### src/rtl/softmax_pkg.sv
// -----------------------------------------------------------------------------
// softmax_pkg
// Shared definitions for the softmax normaliser slice.
//   state_e      : normaliser FSM states
//   *_FRAC       : fractional bit counts of the fixed-point formats in use
//                  (exponent Q4.12, sum Q6.26, reciprocal Q16.16, output Q1.15)
//   PROD_SHIFT   : right shift that takes a Q4.12 x Q16.16 product to Q1.15
//   SAT_THRESH   : sums at or below this raw value give a reciprocal that does
//                  not fit in Q16.16, so the reciprocal saturates
// -----------------------------------------------------------------------------
package softmax_pkg;

    typedef enum logic [1:0] {
        ST_IDLE     = 2'd0,
        ST_WAIT_SUM = 2'd1,
        ST_DIV      = 2'd2,
        ST_SCALE    = 2'd3
    } state_e;

    localparam int unsigned IN_FRAC    = 12;
    localparam int unsigned SUM_FRAC   = 26;
    localparam int unsigned RECIP_FRAC = 16;
    localparam int unsigned OUT_FRAC   = 15;

    // Q(.12) * Q(.16) = Q(.28); keeping 15 fraction bits drops 13.
    localparam int unsigned PROD_SHIFT = IN_FRAC + RECIP_FRAC - OUT_FRAC;

    // Dividend is 2^(SUM_FRAC+RECIP_FRAC) = 2^42. With a 32-bit quotient the
    // quotient overflows exactly when sum <= 2^10.
    localparam int unsigned SAT_EXP    = 10;
    localparam int unsigned SAT_THRESH = 1 << SAT_EXP;

endpackage

### src/rtl/recip_divider.sv
// -----------------------------------------------------------------------------
// recip_divider
// Fixed-latency restoring divider producing recip = floor(2^42 / sum) as an
// unsigned Q16.16 value, one quotient bit per clock, exactly RECIP_W clocks.
// Ports:
//   i_clk, i_rst_n : clock, asynchronous active-low reset
//   i_start        : load i_sum and begin a division (ignored result of any
//                    division in flight is discarded)
//   i_sum          : Q6.26 unsigned divisor
//   o_done         : high during the final iteration cycle; o_recip / o_sat
//                    are updated at the end of that cycle
//   o_recip        : Q16.16 reciprocal, all ones when saturated
//   o_sat          : reciprocal saturated; cleared on i_start
// -----------------------------------------------------------------------------
module recip_divider
    import softmax_pkg::*;
#(
    parameter int unsigned SUM_W   = 32,
    parameter int unsigned RECIP_W = 32
) (
    input  logic               i_clk,
    input  logic               i_rst_n,
    input  logic               i_start,
    input  logic [SUM_W-1:0]   i_sum,
    output logic               o_done,
    output logic [RECIP_W-1:0] o_recip,
    output logic               o_sat
);

    localparam int unsigned CNT_W = $clog2(RECIP_W + 1);

    logic               busy_q,  busy_d;
    logic [CNT_W-1:0]   cnt_q,   cnt_d;
    logic [SUM_W-1:0]   div_q,   div_d;
    logic [SUM_W-1:0]   rem_q,   rem_d;
    logic [RECIP_W-2:0] quot_q,  quot_d;
    logic [RECIP_W-1:0] recip_q, recip_d;
    logic               sat_q,   sat_d;

    logic [SUM_W:0]     trial;
    logic [SUM_W:0]     diff;
    logic               ge;
    logic [RECIP_W-1:0] quot_next;

    always_comb begin
        // Remainder stays below the divisor, so the shifted trial fits in
        // SUM_W+1 bits and the sign of the difference is the compare result.
        trial     = {rem_q, 1'b0};
        diff      = trial - {1'b0, div_q};
        ge        = ~diff[SUM_W];
        quot_next = {quot_q, ge};

        o_done  = busy_q && (cnt_q == CNT_W'(1));

        busy_d  = busy_q;
        cnt_d   = cnt_q;
        div_d   = div_q;
        rem_d   = rem_q;
        quot_d  = quot_q;
        recip_d = recip_q;
        sat_d   = sat_q;

        if (i_start) begin
            busy_d = 1'b1;
            cnt_d  = CNT_W'(RECIP_W);
            div_d  = i_sum;
            // Upper part of the 2^42 dividend; the remaining 32 bits are zero
            // and shift in one per iteration.
            rem_d  = SUM_W'(SAT_THRESH);
            quot_d = '0;
            sat_d  = 1'b0;
        end else if (busy_q) begin
            rem_d  = ge ? diff[SUM_W-1:0] : trial[SUM_W-1:0];
            quot_d = quot_next[RECIP_W-2:0];
            cnt_d  = cnt_q - 1'b1;
            if (o_done) begin
                busy_d  = 1'b0;
                sat_d   = (div_q <= SUM_W'(SAT_THRESH));
                recip_d = sat_d ? '1 : quot_next;
            end
        end
    end

    always_ff @(posedge i_clk or negedge i_rst_n) begin
        if (!i_rst_n) begin
            busy_q  <= 1'b0;
            cnt_q   <= '0;
            div_q   <= '0;
            rem_q   <= '0;
            quot_q  <= '0;
            recip_q <= '0;
            sat_q   <= 1'b0;
        end else begin
            busy_q  <= busy_d;
            cnt_q   <= cnt_d;
            div_q   <= div_d;
            rem_q   <= rem_d;
            quot_q  <= quot_d;
            recip_q <= recip_d;
            sat_q   <= sat_d;
        end
    end

    assign o_recip = recip_q;
    assign o_sat   = sat_q;

endmodule

### src/rtl/softmax_normalizer.sv
// -----------------------------------------------------------------------------
// softmax_normalizer
// Captures an N-element Q4.12 exponent vector (negatives clamped to 0) and its
// Q6.26 sum, computes a Q16.16 reciprocal of the sum, then streams the N
// normalised Q1.15 probabilities over a valid/ready handshake.
//
//   state     | meaning
//   ----------+------------------------------------------------------------
//   IDLE      | ready for a vector; vector (+ optional sum) capture
//   WAIT_SUM  | vector held, waiting for the sum
//   DIV       | reciprocal divider running (RECIP_W cycles)
//   SCALE     | streaming x[i]*recip, one element per accepted beat
//
// Ports:
//   i_clk, i_rst_n            : clock, asynchronous active-low reset
//   i_vec_valid / o_vec_ready : vector capture, o_vec_ready only in IDLE
//   i_data                    : N x Q4.12 elements, element i at [i*W +: W]
//   i_sum_valid / i_sum       : Q6.26 sum of the vector
//   o_valid / i_ready         : output handshake for o_prob / o_idx / o_last
//   o_prob                    : Q1.15 probability, saturated to all ones
//   o_idx, o_last             : element index, last element flag
//   o_busy                    : not IDLE
//   o_recip_sat               : reciprocal saturated for the current vector
// -----------------------------------------------------------------------------
module softmax_normalizer
    import softmax_pkg::*;
#(
    parameter int unsigned N             = 32,
    parameter int unsigned IN_BIT_WIDTH  = 16,
    parameter int unsigned SUM_BIT_WIDTH = 32,
    parameter int unsigned RECIP_W       = 32,
    parameter int unsigned OUT_BIT_WIDTH = 16
) (
    input  logic                        i_clk,
    input  logic                        i_rst_n,
    input  logic                        i_vec_valid,
    output logic                        o_vec_ready,
    input  logic [IN_BIT_WIDTH*N-1:0]   i_data,
    input  logic                        i_sum_valid,
    input  logic [SUM_BIT_WIDTH-1:0]    i_sum,
    output logic                        o_valid,
    input  logic                        i_ready,
    output logic [OUT_BIT_WIDTH-1:0]    o_prob,
    output logic [$clog2(N)-1:0]        o_idx,
    output logic                        o_last,
    output logic                        o_busy,
    output logic                        o_recip_sat
);

    localparam int unsigned IDX_W  = $clog2(N);
    // Clamped elements are non-negative, so the sign bit is not stored.
    localparam int unsigned XW     = IN_BIT_WIDTH - 1;
    localparam int unsigned PROD_W = XW + RECIP_W;

    state_e                   state_q, state_d;
    logic [XW-1:0]            x_q [N];
    logic [XW-1:0]            x_d [N];
    logic                     valid_q, valid_d;
    logic                     last_q,  last_d;
    logic [OUT_BIT_WIDTH-1:0] prob_q,  prob_d;
    logic [IDX_W-1:0]         idx_q,   idx_d;

    logic                     div_start;
    logic                     div_done;
    logic [RECIP_W-1:0]       recip;
    logic                     recip_sat;

    logic [IDX_W-1:0]         nidx;
    logic [PROD_W-1:0]        prod;
    logic [PROD_W-1:0]        prod_sh;
    logic [OUT_BIT_WIDTH-1:0] prob_n;

    recip_divider #(
        .SUM_W   (SUM_BIT_WIDTH),
        .RECIP_W (RECIP_W)
    ) u_recip_divider (
        .i_clk   (i_clk),
        .i_rst_n (i_rst_n),
        .i_start (div_start),
        .i_sum   (i_sum),
        .o_done  (div_done),
        .o_recip (recip),
        .o_sat   (recip_sat)
    );

    always_comb begin
        // Element to load into the output register next: 0 on the first beat
        // of a stream, otherwise the one after the element being shown.
        nidx    = valid_q ? idx_q + 1'b1 : '0;
        prod    = PROD_W'(x_q[nidx]) * PROD_W'(recip);
        prod_sh = prod >> PROD_SHIFT;
        prob_n  = (|prod_sh[PROD_W-1:OUT_BIT_WIDTH]) ? '1 : prod_sh[OUT_BIT_WIDTH-1:0];

        state_d   = state_q;
        x_d       = x_q;
        valid_d   = valid_q;
        last_d    = last_q;
        prob_d    = prob_q;
        idx_d     = idx_q;
        div_start = 1'b0;

        case (state_q)
            ST_IDLE: begin
                if (i_vec_valid) begin
                    for (int i = 0; i < int'(N); i++) begin
                        x_d[i] = i_data[i*IN_BIT_WIDTH + IN_BIT_WIDTH - 1]
                                 ? '0 : i_data[i*IN_BIT_WIDTH +: XW];
                    end
                    if (i_sum_valid) begin
                        div_start = 1'b1;
                        state_d   = ST_DIV;
                    end else begin
                        state_d   = ST_WAIT_SUM;
                    end
                end
            end
            ST_WAIT_SUM: begin
                if (i_sum_valid) begin
                    div_start = 1'b1;
                    state_d   = ST_DIV;
                end
            end
            ST_DIV: begin
                if (div_done) begin
                    state_d = ST_SCALE;
                end
            end
            ST_SCALE: begin
                if (valid_q && i_ready && last_q) begin
                    valid_d = 1'b0;
                    last_d  = 1'b0;
                    prob_d  = '0;
                    idx_d   = '0;
                    state_d = ST_IDLE;
                end else if (!valid_q || i_ready) begin
                    valid_d = 1'b1;
                    prob_d  = prob_n;
                    idx_d   = nidx;
                    last_d  = (nidx == IDX_W'(N - 1));
                end
            end
            default: state_d = ST_IDLE;
        endcase
    end

    always_ff @(posedge i_clk or negedge i_rst_n) begin
        if (!i_rst_n) begin
            state_q <= ST_IDLE;
            for (int i = 0; i < int'(N); i++) begin
                x_q[i] <= '0;
            end
            valid_q <= 1'b0;
            last_q  <= 1'b0;
            prob_q  <= '0;
            idx_q   <= '0;
        end else begin
            state_q <= state_d;
            x_q     <= x_d;
            valid_q <= valid_d;
            last_q  <= last_d;
            prob_q  <= prob_d;
            idx_q   <= idx_d;
        end
    end

    assign o_vec_ready = (state_q == ST_IDLE);
    assign o_busy      = (state_q != ST_IDLE);
    assign o_valid     = valid_q;
    assign o_last      = last_q;
    assign o_prob      = prob_q;
    assign o_idx       = idx_q;
    assign o_recip_sat = recip_sat;

endmodule

### config.mk
export PLATFORM = sky130hd
export DESIGN_NAME = softmax_normalizer
export DESIGN_NICKNAME = d
export VERILOG_FILES = /design/src/rtl/softmax_pkg.sv /design/src/rtl/recip_divider.sv /design/src/rtl/softmax_normalizer.sv
export SDC_FILE = /design/constraint.sdc
export NUM_CORES = 2
export LEC_CHECK = 0
export CORE_ASPECT_RATIO = 2
export CORE_UTILIZATION = 58
export DETAILED_ROUTE_END_ITERATION = 16
export GPL_ROUTABILITY_DRIVEN = 0
export PLACE_DENSITY = 0.83
export SETUP_SLACK_MARGIN = 0.1
export SYNTH_ARGS = -nofsm -noshare
export SYNTH_HDL_FRONTEND = slang
export SYNTH_SLANG_ARGS = --single-unit
export TNS_END_PERCENT = 100
### constraint.sdc
create_clock -name i_clk -period 10.5 [get_ports i_clk]
set_input_delay 2.625 -clock i_clk [delete_from_list [all_inputs] [get_ports i_clk]]
set_output_delay 2.625 -clock i_clk [all_outputs]
set_load 0.02 [all_outputs]
==> out/qor.txt <==
Syn Area/Cell: 8.768 um^2
Worst-Margin Slew: 1.259 ns
Mapped Cells: 5442
clock skew: 0.02890 ns
count leader, synth: nand2_1
clock latency on the worst-skew pair: 0.70 ns
Via density: 6.329
Synth cell types: 81
Post-Route Utilization: 69.97%
Post-synth ARST share: 100.0%
most used cell along the critical path: fa_1
I/O Pins: 575
Fin. Hold Viols: 0
Worst Hold Class: reg -> reg
worst-path fanout max: 43
CP Launch Type: flop
die width: 204.8 um
fmax: 0.09707 GHz
# setup viols final: 0
area leader, netlist: dfrtp_1
DR iter-0 viols: 5292
maximum capacitance violations: 0
yosys warns: 0
GR Overflow Total: 0
Synth top cells by count: 1473 x nand2_1, 640 x dfrtp_1, 486 x nand3b_1
Main synth FF type: dfrtp_1
Port Buffers: 574
Area contributors post-synth: dfrtp_1 34%, fa_1 16%, nand2_1 12%
family with the most delay on the worst path: adder cells
Buf+Inv Stages, Crit Path: 7
Layout Area Growth over Synthesis: 19.48%
first-pass GRT wire length: 265.1 mm
routed wire length: 180.0 mm
Final Cycle Share: 98.11%
Critical Path End Type: flop
TritonCTS Buffers: 55
Final #Nets: 6905
Syn Nets: 6525
DR WL/cell: 26.00 um
core area: 81480 um^2
layout cells sized above 1: 5.402%
sequential share of the synthesized area: 33.57%
Post-synth EDFFs: 0
clock slew at reported path FFs: 0.07 ns
dpl hpwl: 132.8 mm
Synth top area share: 33.57%
run status: complete, no violations
Vias: 43810
DIE HEIGHT: 407.6 um
CTS tree: built
Root Driver: clkbuf_16
Final Critical Period: 10.30 ns
flops & latches, synth: 640
Die Area: 83480 um^2
max-slew violations: 0
Initial Util: 58.56%
Worst path slowest cell: fa_1
CTS Sinks: 640
H-tree levels: 2
DRC: 0
Max transition margin: 15.57%
slowest stage delay, CP: 0.68 ns
Data arrival, critical path: 10.81 ns
final setup TNS: 0 ns
Non-Filler Instances: 6922
post-detailed-route count of antenna-violating nets: 0
Req. time, crit path: 11.01 ns
clock buffer depth: 3
WS Path Type: reg -> reg
GRT Total Usage: 43.32%
Cells after DPL: 6802
antenna violations before repair: 11
drt pass-1 iters: 8
Hold WS: 0.4602 ns
num rows: 148
largest net degree at the start of global routing: 223
vias in the first global route: 44330
Mapped Area: 47710 um^2
## routing by layer
| layer | part of all wire, % | vias up | global-route usage, % | routed length (um) |
|---|---|---|---|---|
| li1 | - | 18630 | - | - |
| met3 | 11 | 1133 | 14.06 | 19330 |
| met5 | 0.034 | - | 0.1190 | 62 |
| met4 | 13 | 10 | 43.64 | 23610 |
| met2 | 47 | 2887 | 68.94 | 83790 |
| met1 | 30 | 21150 | 43.12 | 53200 |
## worst min-delay path, stage by stage (launching register included)
cell and delay [ns]:
dfrtp_1 0.34, nand2_1 0.05, nand2_1 0.05
## placed cells by master, fill, tap and decap left out, types with 146 or more instances in the layout
| cell type | synthesis | layout |
|---|---|---|
| nand2_1 | 1473 | 1470 |
| dfrtp_1 | 640 | 637 |
| clkdlybuf4s50_1 | 0 | 573 |
| nand3b_1 | 486 | 486 |
| inv_1 | 397 | 396 |
| fa_1 | 388 | 384 |
| and2_1 | 280 | 278 |
| nor2_1 | 186 | 183 |
| a21oi_1 | 179 | 178 |
| o21ai_0 | 157 | 154 |
| ha_1 | 146 | 146 |
## flip-flops by register name, summed over array words and instances (netlist names)
| name | count |
|---|---|
| u_recip_divider.busy_q | 1 |
| o_last | 1 |
| o_idx | 5 |
| o_prob | 16 |
| u_recip_divider.quot_q | 31 |
| u_recip_divider.rem_q | 32 |
| o_valid | 1 |
| u_recip_divider.cnt_q | 6 |
| u_recip_divider.o_recip | 32 |
| u_recip_divider.o_sat | 1 |
| x_q | 480 |
| u_recip_divider.div_q | 32 |
| state_q | 2 |
## stage by stage
stage	cell area [um^2]	setup WS [ns]
2_1_floorplan	47710	1.016
3_3_place_gp	54580	0.3987
3_5_place_dp	54580	0.2401
4_1_cts	56560	0.1576
5_1_grt	57000	-0.009814
6_report	57010	0.1986
## timing repair
action | in CTS | in global routing
resized for setup | 0 | 64
setup buffers | 0 | 8
setup endpoints to repair | 0 | 16
hold buffers | 0 | 0
## worst paths after layout
| kind | depth (start not counted) | end | slack (ns) | from |
|---|---|---|---|---|
| setup / recovery | 32 | o_prob[14]$_DFFE_PN0P_ | 0.20 | o_idx[0]$_DFFE_PN0P_ |
| hold reg to reg | 2 | x_q[372]$_DFFE_PN0P_ | 0.46 | x_q[372]$_DFFE_PN0P_ |
| setup reg to reg | 32 | o_prob[14]$_DFFE_PN0P_ | 0.20 | o_idx[0]$_DFFE_PN0P_ |
| min in group asynchronous | 1 | u_recip_divider.div_q[21]$_DFFE_PN0P_ | 2.00 | i_rst_n |
| max in group asynchronous | 2 | x_q[357]$_DFFE_PN0P_ | 6.86 | i_rst_n |
| hold / removal | 2 | x_q[372]$_DFFE_PN0P_ | 0.46 | x_q[372]$_DFFE_PN0P_ |
## cell families (layout without fill, tap and decap cells)
logic type | Yosys count | count (layout) | share of synthesized area, %
and+or+nand+nor | 2584 | 2584 | 26.43
DFF | 640 | 640 | 33.57
adders and majority gates | 534 | 534 | 20.11
muxes | 93 | 94 | 2.027
AOI/OAI and AO/OA | 766 | 769 | 10.75
xor gates and xnor gates | 53 | 53 | 0.9729
other | 0 | 4 | 0
buffers and inverters | 772 | 1194 | 6.144
## layout make-up
cell class / count / area, um^2
sequential: 640 / 16020
inverter: 398 / 1494
tap: 1050 / 1314
clock inverter: 35 / 454.2
antenna: 4 / 10.01
fill: 6112 / 24470
multi-input combinational: 4034 / 29260
timing repair buffer: 693 / 6930
clock buffer: 68 / 1525
Power is not shown: default switching activity piles up to over one toggle a cycle in this logic, so the estimate is an artifact.
